===== src/rtl/uart_cmd_parser_if.sv =====
`timescale 1ns/1ps
// uart_cmd_parser_if: byte input from the UART receive path plus the
// register-write and error-reporting outputs of the command parser.
interface uart_cmd_parser_if;
   logic [7:0]  uart_rx_data;
   logic        uart_rx_done;
   logic        reg_wr_en;
   logic [7:0]  reg_wr_addr;
   logic [15:0] reg_wr_data;
   logic        frame_err;
   logic [1:0]  err_code;
   logic [7:0]  err_cnt;
   logic        busy;

   // Producer of received bytes and consumer of write/error results
   modport master (
      output uart_rx_data,
      output uart_rx_done,
      input  reg_wr_en,
      input  reg_wr_addr,
      input  reg_wr_data,
      input  frame_err,
      input  err_code,
      input  err_cnt,
      input  busy
   );

   // The parser itself
   modport slave (
      input  uart_rx_data,
      input  uart_rx_done,
      output reg_wr_en,
      output reg_wr_addr,
      output reg_wr_data,
      output frame_err,
      output err_code,
      output err_cnt,
      output busy
   );
endinterface


===== src/rtl/uart_cmd_parser.sv =====
`timescale 1ns/1ps
// uart_cmd_parser: assembles 5-byte frames {HEADER, ADDR, D_H, D_L, CHK}
// from received bytes, checks the 8-bit wrap-around checksum, issues a
// single-cycle register write on success and reports checksum/timeout errors.
module uart_cmd_parser #(
   parameter logic [31:0] CLK_FREQ   = 32'd50_000_000,
   parameter logic [31:0] TIMEOUT_US = 32'd1000,
   parameter logic [7:0]  HEADER     = 8'hA5
) (
   input logic              uart_rx_clk,
   input logic              reset_n,
   uart_cmd_parser_if.slave bus
);

   localparam logic [31:0] TIMEOUT_CNT  = (CLK_FREQ / 32'd1_000_000) * TIMEOUT_US;
   localparam logic [31:0] TIMEOUT_LAST = TIMEOUT_CNT - 32'd1;

   localparam logic [2:0] S_IDLE = 3'd0;
   localparam logic [2:0] S_ADDR = 3'd1;
   localparam logic [2:0] S_DH   = 3'd2;
   localparam logic [2:0] S_DL   = 3'd3;
   localparam logic [2:0] S_CHK  = 3'd4;

   logic [2:0]  state;
   logic [2:0]  next_state;
   logic        done_d;
   logic        byte_stb;
   logic [31:0] timeout_cnt;
   logic        timeout_hit;
   logic [7:0]  addr_q;
   logic [7:0]  dh_q;
   logic [7:0]  dl_q;
   logic [7:0]  chk_sum;
   logic        chk_ok;
   logic        chk_bad;

   // A byte arriving on the same cycle as the timeout wins, so the timeout
   // condition is qualified with the absence of a strobe.
   assign byte_stb    = bus.uart_rx_done & ~done_d;
   assign chk_sum     = addr_q + dh_q + dl_q;
   assign timeout_hit = (state != S_IDLE) && (timeout_cnt == TIMEOUT_LAST) && !byte_stb;
   assign chk_ok      = byte_stb && (state == S_CHK) && (bus.uart_rx_data == chk_sum);
   assign chk_bad     = byte_stb && (state == S_CHK) && (bus.uart_rx_data != chk_sum);

   // Delayed copy of uart_rx_done so a long-held flag yields one byte only
   always_ff @(posedge uart_rx_clk or negedge reset_n) begin
      if (!reset_n) begin
         done_d <= 1'b0;
      end else begin
         done_d <= bus.uart_rx_done;
      end
   end

   // Frame sequencing; a HEADER value inside a frame is plain data
   always_comb begin
      next_state = state;
      case (state)
         S_IDLE:  if (byte_stb && (bus.uart_rx_data == HEADER)) next_state = S_ADDR;
         S_ADDR:  if (byte_stb) next_state = S_DH;
         S_DH:    if (byte_stb) next_state = S_DL;
         S_DL:    if (byte_stb) next_state = S_CHK;
         S_CHK:   if (byte_stb) next_state = S_IDLE;
         default: next_state = S_IDLE;
      endcase
      if (timeout_hit) begin
         next_state = S_IDLE;
      end
   end

   // State register; busy is registered from the next state so it has no
   // combinational path from the inputs
   always_ff @(posedge uart_rx_clk or negedge reset_n) begin
      if (!reset_n) begin
         state    <= S_IDLE;
         bus.busy <= 1'b0;
      end else begin
         state    <= next_state;
         bus.busy <= (next_state != S_IDLE);
      end
   end

   // Inter-byte gap counter, parked at zero while idle
   always_ff @(posedge uart_rx_clk or negedge reset_n) begin
      if (!reset_n) begin
         timeout_cnt <= 32'd0;
      end else if ((state == S_IDLE) || byte_stb || timeout_hit) begin
         timeout_cnt <= 32'd0;
      end else begin
         timeout_cnt <= timeout_cnt + 32'd1;
      end
   end

   // Capture of the frame payload fields
   always_ff @(posedge uart_rx_clk or negedge reset_n) begin
      if (!reset_n) begin
         addr_q <= 8'd0;
         dh_q   <= 8'd0;
         dl_q   <= 8'd0;
      end else if (byte_stb) begin
         case (state)
            S_ADDR:  addr_q <= bus.uart_rx_data;
            S_DH:    dh_q   <= bus.uart_rx_data;
            S_DL:    dl_q   <= bus.uart_rx_data;
            default: ;
         endcase
      end
   end

   // Write strobe and error reporting; write and error never coincide
   // because a checksum result needs a strobe and a timeout needs its absence
   always_ff @(posedge uart_rx_clk or negedge reset_n) begin
      if (!reset_n) begin
         bus.reg_wr_en   <= 1'b0;
         bus.reg_wr_addr <= 8'd0;
         bus.reg_wr_data <= 16'd0;
         bus.frame_err   <= 1'b0;
         bus.err_code    <= 2'b00;
         bus.err_cnt     <= 8'd0;
      end else begin
         bus.reg_wr_en <= chk_ok;
         bus.frame_err <= chk_bad || timeout_hit;
         if (chk_ok) begin
            bus.reg_wr_addr <= addr_q;
            bus.reg_wr_data <= {dh_q, dl_q};
         end
         if (chk_bad) begin
            bus.err_code <= 2'b01;
         end else if (timeout_hit) begin
            bus.err_code <= 2'b10;
         end
         if ((chk_bad || timeout_hit) && (bus.err_cnt != 8'hFF)) begin
            bus.err_cnt <= bus.err_cnt + 8'd1;
         end
      end
   end

endmodule


===== src/flat_wrapper.sv =====
// flat-port wrapper written by rule: the top's interface ports become plain ports
module uart_cmd_parser_flat 
#(
   parameter logic [31:0] CLK_FREQ   = 32'd50_000_000,
   parameter logic [31:0] TIMEOUT_US = 32'd1000,
   parameter logic [7:0]  HEADER     = 8'hA5
)
  (uart_rx_clk, reset_n, bus_uart_rx_data, bus_uart_rx_done, bus_reg_wr_en, bus_reg_wr_addr, bus_reg_wr_data, bus_frame_err, bus_err_code, bus_err_cnt, bus_busy);
  uart_cmd_parser_if bus_i ();
  input logic uart_rx_clk;
  input logic reset_n;
  input wire logic [$bits(bus_i.uart_rx_data)-1:0] bus_uart_rx_data;
  input wire logic [$bits(bus_i.uart_rx_done)-1:0] bus_uart_rx_done;
  output wire logic [$bits(bus_i.reg_wr_en)-1:0] bus_reg_wr_en;
  output wire logic [$bits(bus_i.reg_wr_addr)-1:0] bus_reg_wr_addr;
  output wire logic [$bits(bus_i.reg_wr_data)-1:0] bus_reg_wr_data;
  output wire logic [$bits(bus_i.frame_err)-1:0] bus_frame_err;
  output wire logic [$bits(bus_i.err_code)-1:0] bus_err_code;
  output wire logic [$bits(bus_i.err_cnt)-1:0] bus_err_cnt;
  output wire logic [$bits(bus_i.busy)-1:0] bus_busy;
  assign bus_i.uart_rx_data = bus_uart_rx_data;
  assign bus_i.uart_rx_done = bus_uart_rx_done;
  assign bus_reg_wr_en = bus_i.reg_wr_en;
  assign bus_reg_wr_addr = bus_i.reg_wr_addr;
  assign bus_reg_wr_data = bus_i.reg_wr_data;
  assign bus_frame_err = bus_i.frame_err;
  assign bus_err_code = bus_i.err_code;
  assign bus_err_cnt = bus_i.err_cnt;
  assign bus_busy = bus_i.busy;
  uart_cmd_parser #(.CLK_FREQ(CLK_FREQ), .TIMEOUT_US(TIMEOUT_US), .HEADER(HEADER)) u_core (.uart_rx_clk(uart_rx_clk), .reset_n(reset_n), .bus(bus_i));
endmodule

===== config.mk =====
export PLATFORM = sky130hd
export DESIGN_NAME = uart_cmd_parser_flat
export DESIGN_NICKNAME = d
export VERILOG_FILES = /design/src/rtl/uart_cmd_parser_if.sv /design/src/rtl/uart_cmd_parser.sv /design/src/flat_wrapper.sv
export SDC_FILE = /design/constraint.sdc
export NUM_CORES = 1
export LEC_CHECK = 0
export ABC_CLOCK_PERIOD_IN_PS = 9000
export CORE_ASPECT_RATIO = 1.1
export CORE_MARGIN = 3
export CORE_UTILIZATION = 60
export CTS_CLUSTER_SIZE = 24
export DETAILED_ROUTE_END_ITERATION = 8
export PLACE_DENSITY = 0.84
export SLEW_MARGIN = 0
export SYNTH_ARGS = -nofsm -noshare
export SYNTH_HDL_FRONTEND = slang
export SYNTH_SLANG_ARGS = --single-unit

===== constraint.sdc =====
create_clock -name uart_rx_clk -period 9 [get_ports uart_rx_clk]
set_input_delay 1.8 -clock uart_rx_clk [delete_from_list [all_inputs] [get_ports uart_rx_clk]]
set_output_delay 1.8 -clock uart_rx_clk [all_outputs]
set_load 0.02 [all_outputs]

==> reports/qor.csv <==
stage;metric;value;unit
route;wl_met3;229;µm
min_path;hold_path_depth;1;
logic_synthesis;postSynthCellCount;385;
timing;maxSlewHeadroom;36.3;%
timing;fmax;0.235;GHz
clock_tree;cts.path.max_buffers;2;
placement;gp_congestion;0.794;
route;top_layer;met4;
critical_path;cpMostUsedCell;nor4_1;
logic_synthesis;synth-seq-cells;97;
grt;grt.total_usage;21.2;%
critical_path;cp.required;9.25;ns
timing;fin_ws;4.75;ns
placement;place_ws;4.33;ns
status;status;completed;
route;drt.antenna.violating_nets;0;
timing;hold_viol_final;0;
clock_tree;path_clk_slew;0.09;ns
logic_synthesis;synth_top_area_cell;dfrtp_1;
power_and_ir_drop;leakage;2.41;nW
route;wl_met2;4270;µm
route;drt-initial-drc-count;70;
final_layout;mostFrequentLayoutCells;97 x dfrtp_1, 49 x mux2_2, 46 x clkdlybuf4s50_1, 44 x nor2_1;
timing;post-route-period-util;47.2;%
job;drv_cap;0;
timing;setup_violations;0;
clock_tree;cts-hold-fix-buffers;0;
logic_synthesis;ys_warn_count;0;
final_layout;drive_gt1_share;16.9;%
critical_path;crit_path_start_kind;primary input;
floorplanning;start_util;63.7;%
power_and_ir_drop;power_density;251;nW/µm²
grt;grt_overflow_total;0;
min_path;hp-class;reg2reg;
final_layout;final_common_cell;dfrtp_1;
timing;worst_pin_slew;0.946;ns
route;first_pass_iters;5;
clock_tree;cts_resized;0;
critical_path;worst_path_max_delay_cell;nor4_1;
logic_synthesis;syn_avg_cell_area;12.0;µm²
floorplanning;core_area;7250;µm²
critical_path;reg2reg_depth;10;
clock_tree;cts_root_buf;clkbuf_8;
floorplanning;ios;48;
clock_tree;cts_sinks;97;
timing;grt_setup_unrepaired;no;
final_layout;layout.nets;466;
floorplanning;die_x;89.6;µm
logic_synthesis;netlist_area;4620;µm²
clock_tree;postCtsSetupRepairBufs;0;
final_layout;final_cells;545;
placement;dp_hpwl;6060;µm
power_and_ir_drop;ir_worst_vdd;0.124;mV
critical_path;cp_max_fo;6;
grt;grt_max_degree;58;
grt;grt_pass1_vias;3107;
floorplanning;dieArea;8780;µm²
timing;period_minus_slack;4.25;ns
clock_tree;clock_latency;0.36;ns
placement;place_inst;530;
grt;grt_pass1_wl;14600;µm
route;finalWirelength;8510;µm
critical_path;cp_cell_sequence;clkdlybuf4s50_1, xor2_1, nor4_1, nand3_1, nor4_1, nand2b_1, mux2_4;
logic_synthesis;synth_top_area_share;52.6;%
route;vias;2990;
route;routedWlPerCell;15.6;µm
floorplanning;rows;32;
critical_path;crit_path_end_kind;flop;
grt;antenna_found_initial;0;
critical_path;crit_path_max_incr_delay;0.86;ns
logic_synthesis;synth_area_leaders;dfrtp_1 53%, mux2_2 12%, xnor2_1 4.7%;
clock_tree;numCtsBuffers;9;
timing;fin_tns_setup;0;ns
clock_tree;cts.htree.levels;3;
timing;maxSlewViolCount;0;
final_layout;antenna_cells;0;
clock_tree;cts_tree;yes;
logic_synthesis;yosysSeqAreaShare;52.6;%
final_layout;final_util;74.2;%
timing;skew;0.0112;ns
critical_path;setup.worst_path.class;in2reg;
placement;numPortBuffers;47;
critical_path;arrival;4.51;ns
route;routed_via_density;5.49;
final_layout;area_growth_syn_to_layout;16.4;%
logic_synthesis;synthDistinctLibCells;41;
route;post-route-drc-count;0;
route;m1WireLength;3900;µm
logic_synthesis;synth_fp_nets;412;
final_layout;fill_cells;500;
floorplanning;die_h;98;µm
-- metal layers --
metal  track usage [%]  up-vias
li1                  -     1447
met1              28.6     1493
met2              34.4       43
met3              4.47        7
met4              6.30        0
met5                 0        -
-- logic make-up after synthesis --
kind of cell    share of synthesized area, %
simple gates                            15.1
xor+xnor                                9.49
flops                                   52.6
compound gates                          3.25
fa+ha+maj                               5.64
mux                                     12.3
buf+inv                                 1.68
-- path summary, 6_finish.rpt --
check                      slack [ns]                             from                                end
max                              4.75              bus_uart_rx_data[1]  u_core.bus.err_cnt[1]$_DFFE_PN0P_
min                              0.49  u_core.timeout_cnt[0]$_DFF_PN0_    u_core.timeout_cnt[0]$_DFF_PN0_
max reg2reg                      4.97       u_core.dl_q[1]$_DFFE_PN0P_  u_core.bus.err_cnt[1]$_DFFE_PN0P_
min reg2reg                      0.49  u_core.timeout_cnt[0]$_DFF_PN0_    u_core.timeout_cnt[0]$_DFF_PN0_
max in group asynchronous        6.52                          reset_n       u_core.addr_q[6]$_DFFE_PN0P_
min in group asynchronous        1.39                          reset_n     u_core.bus.reg_wr_en$_DFF_PN0_
-- flip-flops by register name, indices dropped and copies added (netlist names) --
register and count:
u_core.state 3, u_core.bus.reg_wr_data 16, u_core.bus.reg_wr_en 1, u_core.addr_q 8, u_core.timeout_cnt 32, u_core.bus.busy 1
u_core.done_d 1, u_core.bus.reg_wr_addr 8, u_core.dh_q 8, u_core.dl_q 8, u_core.bus.frame_err 1, u_core.bus.err_code 2
u_core.bus.err_cnt 8
-- power breakdown --
group          switching [W]  internal, W  leakage [nW]
sequential         0.0000619     0.000495          1.31
clock               0.000149     0.000107        0.0854
combinational       0.000290     0.000247          1.02
-- cell usage after synthesis --
cell,count
fa_1,8
o31a_1,1
xor2_1,25
inv_1,8
nor4b_1,2
xnor2_1,25
o22a_4,1
or4_1,2
nor4_1,8
a21oi_1,7
mux2_2,49
and3b_1,1
or2_2,2
nand2_1,18
o21bai_1,3
nor3_2,1
and2_1,1
o21ai_0,6
buf_4,4
or4b_1,1
nand3_1,15
and3_1,6
mux2_4,1
ha_1,8
nand4_1,9
o31ai_1,1
a21o_1,1
a21boi_0,1
nor4_2,2
nor2b_1,4
and4_1,2
clkbuf_1,2
a211oi_1,1
or3_1,5
nor4bb_1,2
nor2_1,44
buf_2,2
dfrtp_1,97
a31oi_1,1
nand2b_1,5
nor3_1,3
-- final cells by class --
cell class	count	area [µm²]	share of cell area, %
clock inverters	4	30.0	0.559
flip-flops and latches	97	2430	45.2
well taps	102	128	2.37
clock buffers	11	141	2.63
inverters	8	30.0	0.559
multi-input cells	272	2120	39.5
repair buffers	51	498	9.26
-- critical path: cells and delay by family --
family	cells	cell delay [ns]
simple gates	4	1.68
buf+inv	1	0.51
mux	1	0.30
xor+xnor	1	0.21
-- stage by stage --
step	cell area (µm²)	hold WS [ns]	total power, W
2_1_floorplan	4620	0.445	0.000971
3_3_place_gp	5200	0.465	0.00108
3_5_place_dp	5200	0.483	0.00110
4_1_cts	5380	0.495	0.00136
5_1_grt	5380	0.528	0.00145
6_report	5380	0.491	0.00135
(Power assumes the default switching activity.)
